===== config.mk =====
export PLATFORM = sky130hd
export DESIGN_NAME = lock_ctrl
export DESIGN_NICKNAME = d
export VERILOG_FILES = /design/src/rtl/lock_ctrl.sv
export SDC_FILE = /design/constraint.sdc
export NUM_CORES = 1
export LEC_CHECK = 0
export ABC_AREA = 1
export BUFFER_PORTS_ARGS = -buffer_cell sky130_fd_sc_hd__buf_4
export CAP_MARGIN = 40
export CORE_ASPECT_RATIO = 0.75
export CORE_MARGIN = 1
export CORE_UTILIZATION = 51
export DETAILED_ROUTE_END_ITERATION = 8
export PLACE_DENSITY = 0.77
export SLEW_MARGIN = 20
export SYNTH_ARGS = -nofsm -noshare
export SYNTH_HDL_FRONTEND = slang
export SYNTH_SLANG_ARGS = --single-unit

===== constraint.sdc =====
create_clock -name clock -period 2 [get_ports clock]
set_clock_uncertainty 0.05 [all_clocks]
set_input_delay 0.2 -clock clock [delete_from_list [all_inputs] [get_ports clock]]
set_output_delay 0.2 -clock clock [all_outputs]
set_load 0.05 [all_outputs]

===== src/rtl/lock_ctrl.sv =====
`default_nettype none
// ============================================================================
//  Module   : lock_ctrl
//  Brief    : Code-entry controller. Assembles keypad digits into an entry,
//             compares it against the password on '#', and drives the
//             Unlock / Error / Locked outputs with timed holds.
//  Options  : CHANGE_PW_EN - password held in a register that can be
//             rewritten from the OPEN state via '*' (SETPW state).
//  Revision : 1.0 - initial release
// ============================================================================
module lock_ctrl #(
  parameter int                  DIGITS      = 4,
  parameter logic [4*DIGITS-1:0] PASSWORD    = 16'h1234,
  parameter int                  MAX_TRIES   = 3,
  parameter int                  OPEN_CYCLES = 100,
  parameter int                  ERR_CYCLES  = 20,
  parameter int                  LOCK_CYCLES = 500
) (
  input  logic       clock,
  input  logic       reset,
  input  logic [3:0] Code,
  input  logic       Valid,
  output logic       Unlock,
  output logic       Error,
  output logic       Locked,
  output logic [3:0] Digit_cnt,
  output logic [2:0] Fails
);

  // Timer is sized for the longest of the three hold periods
  localparam int c_max_a   = (OPEN_CYCLES > ERR_CYCLES) ? OPEN_CYCLES : ERR_CYCLES;
  localparam int c_max_cyc = (c_max_a > LOCK_CYCLES) ? c_max_a : LOCK_CYCLES;
  localparam int c_tw      = (c_max_cyc > 1) ? $clog2(c_max_cyc) : 1;
  localparam int c_bw      = 4 * DIGITS;

  localparam logic [c_tw-1:0] c_open_load = c_tw'(OPEN_CYCLES - 1);
  localparam logic [c_tw-1:0] c_err_load  = c_tw'(ERR_CYCLES - 1);
  localparam logic [c_tw-1:0] c_lock_load = c_tw'(LOCK_CYCLES - 1);
  localparam logic [2:0]      c_max_tries = 3'(MAX_TRIES);
  localparam logic [3:0]      c_digits    = 4'(DIGITS);

  typedef enum logic [2:0] {
    S_IDLE    = 3'd0,
    S_ENTRY   = 3'd1,
    S_CHECK   = 3'd2,
    S_OPEN    = 3'd3,
    S_ERROR   = 3'd4,
    S_LOCKOUT = 3'd5
`ifdef CHANGE_PW_EN
    , S_SETPW = 3'd6
`endif
  } state_t;

  state_t            r_state;
  logic              r_valid_q;
  logic              r_valid_q2;
  logic [c_bw-1:0]   r_buf;
  logic [3:0]        r_cnt;
  logic [2:0]        r_fails;
  logic [c_tw-1:0]   r_timer;
  logic              r_unlock;
  logic              r_error;
  logic              r_locked;

  state_t            w_state_nxt;
  logic [c_bw-1:0]   w_buf_nxt;
  logic [3:0]        w_cnt_nxt;
  logic [2:0]        w_fails_nxt;
  logic [c_tw-1:0]   w_timer_nxt;
  logic [c_bw-1:0]   w_password;
  logic              w_unlock_nxt;

  logic              w_key_stb;
  logic              w_is_digit;
  logic              w_is_enter;
  logic              w_is_clear;
  logic              w_full;
  logic [c_bw-1:0]   w_buf_shift;
  logic [2:0]        w_fails_inc;
  logic              w_fail_locks;
  logic              w_timer_zero;

`ifdef CHANGE_PW_EN
  logic [c_bw-1:0]   r_pw;
  logic [c_bw-1:0]   w_pw_nxt;
  assign w_password = r_pw;
`else
  assign w_password = PASSWORD;
`endif

  // One strobe per Valid rising edge; Code is aligned with the strobe cycle
  assign w_key_stb    = r_valid_q & ~r_valid_q2;
  assign w_is_digit   = w_key_stb && (Code <= 4'd9);
  assign w_is_enter   = w_key_stb && (Code == 4'd10);
  assign w_is_clear   = w_key_stb && (Code == 4'd11);

  assign w_full       = (r_cnt == c_digits);
  assign w_buf_shift  = (r_buf << 4) | c_bw'(Code);
  assign w_fails_inc  = r_fails + 3'd1;
  assign w_fail_locks = (w_fails_inc == c_max_tries);
  assign w_timer_zero = (r_timer == '0);

  // Next-state, datapath and output decode for the controller
  always_comb begin
    w_state_nxt = r_state;
    w_buf_nxt   = r_buf;
    w_cnt_nxt   = r_cnt;
    w_fails_nxt = r_fails;
    w_timer_nxt = r_timer;
`ifdef CHANGE_PW_EN
    w_pw_nxt    = r_pw;
`endif
    case (r_state)
      S_IDLE: begin
        if (w_is_digit) begin
          w_buf_nxt   = w_buf_shift;
          w_cnt_nxt   = 4'd1;
          w_state_nxt = S_ENTRY;
        end
      end
      S_ENTRY: begin
        if (w_is_digit) begin
          if (!w_full) begin
            w_buf_nxt = w_buf_shift;
            w_cnt_nxt = r_cnt + 4'd1;
          end
        end else if (w_is_clear) begin
          w_buf_nxt   = '0;
          w_cnt_nxt   = 4'd0;
          w_state_nxt = S_IDLE;
        end else if (w_is_enter) begin
          if (w_full) begin
            w_state_nxt = S_CHECK;
          end else begin
            // A short entry counts as a failed attempt
            w_buf_nxt   = '0;
            w_cnt_nxt   = 4'd0;
            w_fails_nxt = w_fails_inc;
            w_state_nxt = w_fail_locks ? S_LOCKOUT : S_ERROR;
            w_timer_nxt = w_fail_locks ? c_lock_load : c_err_load;
          end
        end
      end
      S_CHECK: begin
        w_buf_nxt = '0;
        w_cnt_nxt = 4'd0;
        if (r_buf == w_password) begin
          w_fails_nxt = 3'd0;
          w_state_nxt = S_OPEN;
          w_timer_nxt = c_open_load;
        end else begin
          w_fails_nxt = w_fails_inc;
          w_state_nxt = w_fail_locks ? S_LOCKOUT : S_ERROR;
          w_timer_nxt = w_fail_locks ? c_lock_load : c_err_load;
        end
      end
      S_OPEN: begin
        // Expiry wins over any key arriving in the same cycle
        if (w_timer_zero) begin
          w_state_nxt = S_IDLE;
        end else begin
          w_timer_nxt = r_timer - 1'b1;
          if (w_is_enter) begin
            w_state_nxt = S_IDLE;
            w_timer_nxt = '0;
          end
`ifdef CHANGE_PW_EN
          else if (w_is_clear) begin
            w_state_nxt = S_SETPW;
            w_timer_nxt = r_timer;
          end
`endif
        end
      end
      S_ERROR: begin
        if (w_timer_zero) w_state_nxt = S_IDLE;
        else              w_timer_nxt = r_timer - 1'b1;
      end
      S_LOCKOUT: begin
        if (w_timer_zero) begin
          w_state_nxt = S_IDLE;
          w_fails_nxt = 3'd0;
        end else begin
          w_timer_nxt = r_timer - 1'b1;
        end
      end
`ifdef CHANGE_PW_EN
      S_SETPW: begin
        if (w_is_digit) begin
          if (!w_full) begin
            w_buf_nxt = w_buf_shift;
            w_cnt_nxt = r_cnt + 4'd1;
          end
        end else if (w_is_clear) begin
          w_buf_nxt   = '0;
          w_cnt_nxt   = 4'd0;
          w_timer_nxt = '0;
          w_state_nxt = S_IDLE;
        end else if (w_is_enter) begin
          w_buf_nxt = '0;
          w_cnt_nxt = 4'd0;
          if (w_full) begin
            w_pw_nxt    = r_buf;
            w_timer_nxt = '0;
            w_state_nxt = S_IDLE;
          end else begin
            w_timer_nxt = c_err_load;
            w_state_nxt = S_ERROR;
          end
        end
      end
`endif
      default: begin
        w_state_nxt = S_IDLE;
        w_buf_nxt   = '0;
        w_cnt_nxt   = 4'd0;
        w_timer_nxt = '0;
      end
    endcase

    w_unlock_nxt = (w_state_nxt == S_OPEN);
`ifdef CHANGE_PW_EN
    if (w_state_nxt == S_SETPW) w_unlock_nxt = 1'b1;
`endif
  end

  // State, datapath and registered output update
  always_ff @(posedge clock) begin
    if (reset) begin
      r_state    <= S_IDLE;
      r_valid_q  <= 1'b0;
      r_valid_q2 <= 1'b0;
      r_buf      <= '0;
      r_cnt      <= 4'd0;
      r_fails    <= 3'd0;
      r_timer    <= '0;
      r_unlock   <= 1'b0;
      r_error    <= 1'b0;
      r_locked   <= 1'b0;
`ifdef CHANGE_PW_EN
      r_pw       <= PASSWORD;
`endif
    end else begin
      r_state    <= w_state_nxt;
      r_valid_q  <= Valid;
      r_valid_q2 <= r_valid_q;
      r_buf      <= w_buf_nxt;
      r_cnt      <= w_cnt_nxt;
      r_fails    <= w_fails_nxt;
      r_timer    <= w_timer_nxt;
      r_unlock   <= w_unlock_nxt;
      r_error    <= (w_state_nxt == S_ERROR);
      r_locked   <= (w_state_nxt == S_LOCKOUT);
`ifdef CHANGE_PW_EN
      r_pw       <= w_pw_nxt;
`endif
    end
  end

  assign Unlock    = r_unlock;
  assign Error     = r_error;
  assign Locked    = r_locked;
  assign Digit_cnt = r_cnt;
  assign Fails     = r_fails;

endmodule
`default_nettype wire


# After elaboration in Yosys (flattened, before gate mapping)
# Cells that the tools add are included.
# word_totals
latchBits,0
ff_bits,40
in_bits,7
rom_bits,0
mem_count,0
mem_bits_rw,0
elab_cells,96
out_inout_bits,10
# classes
shift,0
n_mul,0
n_div,0
order_cmp,1
bitwise_logic,5
n_mux,42
eq_ne,24
n_addsub,3
n_reduce_logical,11
# op_table
cell,n
2-to-1 mux 16 bit,6
2-to-1 mux 9 bit,9
case mux 16 bit (3 select lines),1
2-to-1 mux 3 bit,15
case mux 9 bit (5 select lines),1
2-to-1 mux 4 bit,6
== test 16 x 13 -> 1 bit (second input constant),1
!= test 2 bit (second input constant),8
bitwise OR 16 x 4 -> 16 bit,1
case mux 3 bit (5 select lines),1
== test 3 x 2 -> 1 bit (second input constant),4
== test 3 bit (second input constant),4
case mux 4 bit (3 select lines),1
logical NOT 9 bit,1
case mux 3 bit (3 select lines),1
subtractor 9 x 1 -> 9 bit (second input constant),1
== test 4 bit (second input constant),2
AND reduction 7 bit,1
!= test 3 bit (second input constant),2
AND reduction 6 bit,1
AND reduction 5 bit,1
adder 4 x 1 -> 4 bit (second input constant),1
== test 4 x 3 -> 1 bit (second input constant),1
<= comparator 4 bit (second input constant),1
11 further kinds,15

# Logic depth before layout (Yosys ltp)
# logic_depth
word_depth,9
ltp_mapped,12

# Least setup slack after synthesis
# OpenSTA, ideal clock, no wires.
# synth_timing
kind,reg2reg
from,reg r_cnt[0] (netlist: Digit_cnt[0])
to,reg r_buf[10]
n_path_buf,2
path_slack_ps,11
setup_time_ps,112
arrival_ps,1828
path_stages_with_launch,13
required_time_ps,1838
path_cell_list,dfxtp_1 > inv_1 > ha_1 > nand2_1 > nor2_2 > nand2_2 > nor2_4 > nor2_4 > nand3_2 > buf_6 > buf_8 > nor2_2 > nor2_1
# synth_between
elab_chain_cells,3
elab_cells_between_ends,4
classes_between,eq/ne: 3; reduce/logical: 1
# synth_rtl
element,line,text
"start, declared",58,logic [3:0] r_cnt;
"start signal, assigned",248,r_cnt <= w_cnt_nxt;
== test 4 x 3 -> 1 bit (*),97,assign w_full = (r_cnt == c_digits);
!= test 3 bit (no line),n/a,
AND reduction 5 bit (no line) (*),n/a,
"end signal, assigned",247,r_buf <= w_buf_nxt;
"end, declared",57,logic [c_bw-1:0] r_buf;
# Mark *: on every way between the ends. The rest lies on a longest branch, timed or not.
# A chain may end at the register's enable or synchronous reset.

# Final worst setup path
# layout_timing
from,reg r_state[1]
to,reg r_cnt[1] (netlist: Digit_cnt[1])
# layout_between
elab_chain_cells,4
elab_cells_between_ends,13
classes_between,eq/ne: 8; mux: 1; bitwise: 1; reduce/logical: 3
# layout_rtl
element,line,text
"start, declared",54,state_t r_state;
"start signal, assigned",244,r_state <= w_state_nxt;
== test 3 bit / == test 3 x 2 -> 1 bit (equally long branches),113,case (r_state)
OR reduction 3 bit (no line),n/a,
inverter 1 bit (no line),n/a,
AND reduction 5 bit (no line),n/a,
# Several ways; a longest one is shown, not always the timed one.

==> impl_metrics.json <==
{
  "outcome": "finished clean",
  "antenna_cells": 0,
  "holdPathEnd": "r_valid_q$_SDFF_PP0_",
  "grt_antenna_before_repair": 0,
  "vias_per_cell": 5.04,
  "ys_seq_elements": 40,
  "period_needed_ns": 1.85,
  "cts-buffers-inserted": 5,
  "start_util_pct": 54.7,
  "layout_commonest_cell": "nand2_1",
  "cts_resized": 0,
  "post-route-period-util_pct": 92.7,
  "fin_hold_ws_ns": 0.0665,
  "antenna_left": 0,
  "grt_overflow_total": 0,
  "cts-root-buf": "clkbuf_8",
  "yosys_warnings": 0,
  "max_stage_delay_ns": 0.39,
  "cp_data_required_time_ns": 2.16,
  "cap_violations": 0,
  "die_w_um": 82.9,
  "rr_startpoint": "r_state[1]$_SDFF_PP0_",
  "powerDensity_nw_per_um2": 656,
  "routed_wl_mm": 5.43,
  "drt-pass1-iter-count": 4,
  "syn_area_um2": 2500,
  "tightestPinTransition_ns": 0.596,
  "gp_congestion": 0.916,
  "cts_num_sinks": 40,
  "end_kind": "register",
  "synth_nets": 410,
  "ys.flop_type": "dfxtp_1",
  "rsz0062_at_grt": "false",
  "placed_cells": 462,
  "power.leakage_nw": 1.34,
  "layoutNonFillerInstCount": 470,
  "cts_max_level": 2,
  "final_cell_mix": "101 x nand2_1, 56 x nor2_1, 54 x inv_1",
  "final_nets": 425,
  "min_path_cells": 3,
  "path_cells": "nor2_4 -> nand2_4 -> inv_4 -> nand2_2 -> nor2_4 -> nor2_4 -> nand3_2 -> buf_12 -> nand2_1 -> a21oi_1",
  "fmax_ghz": 0.539,
  "pin_count": 17,
  "cts_tree": "built",
  "synth.distinct_cells": 31,
  "vias": 2370,
  "crit_type": "register to register",
  "synth-async-reset-ratio_pct": 0,
  "place_hpwl_mm": 4.10,
  "die_h_um": 62.6,
  "r2r_end": "Digit_cnt[1]$_SDFFE_PP0P_",
  "synth_edf_count": 0,
  "port_buffers": 16,
  "coreArea_um2": 4570,
  "finalSetupTns_ns": 0,
  "drive_above_1_share_pct": 14.3,
  "cpMostUsedCell": "nor2_4",
  "final_hold_viol_count": 0,
  "hp-start": "Valid",
  "startpoint_type": "register",
  "clk_pin_slew_ns": 0.08,
  "grt_max_degree": 30,
  "maxSlewHeadroom_pct": 60.2,
  "synth_area_per_cell_um2": 6.30,
  "rrSetupSlack_ns": 0.15,
  "grt_first_pass_wirelength_mm": 9.77,
  "hp-class": "input pin to register",
  "cts_setup_buffers": 0,
  "grt_pass1_vias": 2129,
  "crit_path_top_delay_cell": "dfxtp_1",
  "fp-row-count": 21,
  "crit_arrival_ns": 2.02,
  "crit_fanout": 29,
  "r2r_cells": 10,
  "ys_seq_area_share_pct": 32.0,
  "setup_violations": 0,
  "grt.total_usage_pct": 22.8,
  "area_growth_pct": 9.86,
  "wl_per_cell_um": 11.5,
  "first_iter_violations": 196,
  "route.detailed.drc": 0,
  "dieArea_um2": 5190,
  "clock_latency_ns": 0.29,
  "syn_inst": 397,
  "fillers": 458,
  "peakVddDrop_mv": 0.434,
  "clockBufferDepth": 2,
  "holdBufCountCts": 0,
  "finalMaxSlewViolations": 0
}
sequential cells by signal, indices dropped and copies added (netlist names):
signal      cells
r_state         3
r_timer         9
Fails           3
r_buf          16
Unlock          1
Error           1
r_valid_q       1
Locked          1
Digit_cnt       4
r_valid_q2      1
how the worst max path moves through the flow:
stage / from / end / slack [ns] / depth (start not counted)
2_1_floorplan: Digit_cnt[0]$_SDFFE_PP0P_ / r_buf[10]$_SDFFE_PP0P_ / 0.01 / 12
3_3_place_gp: r_state[1]$_SDFF_PP0_ / r_buf[9]$_SDFFE_PP0P_ / 0.18 / 11
3_5_place_dp: r_state[1]$_SDFF_PP0_ / r_buf[13]$_SDFFE_PP0P_ / 0.19 / 11
4_1_cts: r_state[1]$_SDFF_PP0_ / Digit_cnt[1]$_SDFFE_PP0P_ / 0.18 / 10
5_1_grt: r_state[1]$_SDFF_PP0_ / r_buf[7]$_SDFFE_PP0P_ / 0.004 / 11
6_report: r_state[1]$_SDFF_PP0_ / Digit_cnt[1]$_SDFFE_PP0P_ / 0.15 / 10
metal layers:
layer / track usage [%] / up-vias / share of wire (%)
met4: 4.53 / 0 / 0.81
met3: 4.49 / 6 / 6.5
met1: 34.9 / 1037 / 54
met2: 32.8 / 69 / 39
li1: - / 1258 / -
met5: 0 / - / 0
metrics by stage:
stage | util [%] | worst slack [ns] | power, mW | instance area, um^2
CTS | 60.1 | 0.180 | 1.82 | 2750
global placement | 58.1 | 0.182 | 1.27 | 2660
finish | 60.1 | 0.146 | 1.80 | 2750
detailed placement | 58.1 | 0.188 | 1.27 | 2660
floorplan | - | 0.0109 | 1.19 | 2500
global route | 60.1 | 0.00447 | 1.92 | 2750
report_power, final:
part | switching, mW | internal [mW] | total, mW
clock | 0.265 | 0.281 | 0.547
combinational | 0.251 | 0.136 | 0.387
sequential | 0.0290 | 0.841 | 0.870
critical path, delay by kind of cell (launching register included):
| kind | cells | cell delay [ns] |
|---|---|---|
| and+or+nand+nor | 7 | 0.88 |
| buffers and inverters | 2 | 0.30 |
| AOI/OAI and AO/OA | 1 | 0.16 |
| DFF | 1 | 0.39 |
cell families (layout without fill, tap and decap cells):
family	count (synthesis)	after routing	share of synthesized area, %
AND/OR/NAND/NOR	245	245	44.6
buffers and inverters	71	87	11.9
flip-flops	40	40	32.0
AO/OA/AOI/OAI	29	29	6.40
adder cells (fa/ha/maj)	6	6	3.00
XOR/XNOR	6	6	2.10
layout make-up:
type / instances / area [um^2] / area share [%]
well taps: 57 / 71.3 / 2.60
flip-flops and latches: 40 / 801 / 29.1
inverters: 60 / 228 / 8.29
clock buffers: 8 / 90.1 / 3.28
repair buffers: 19 / 155 / 5.65
multi-input cells: 286 / 1400 / 51.0
synthesized netlist by cell type (3+ instances only):
| library cell | number | share of area, % |
|---|---|---|
| nand2_1 | 101 | 15 |
| nor2_1 | 56 | 8.4 |
| inv_1 | 54 | 8.1 |
| nand3_1 | 44 | 8.8 |
| dfxtp_1 | 40 | 32 |
| a21oi_1 | 15 | 3.0 |
| nor2_2 | 14 | 3.5 |
| nor3_1 | 10 | 2.0 |
| o21ai_0 | 9 | 1.8 |
| ha_1 | 6 | 3.0 |
| nand2_2 | 6 | 1.5 |
| buf_2 | 5 | 1.0 |
| nand4_1 | 5 | 1.3 |
| nor2_4 | 5 | 2.3 |
| xor2_1 | 4 | 1.4 |
| clkinv_1 | 3 | 0.45 |
No activity file was read; power rests on OpenSTA's default activity.
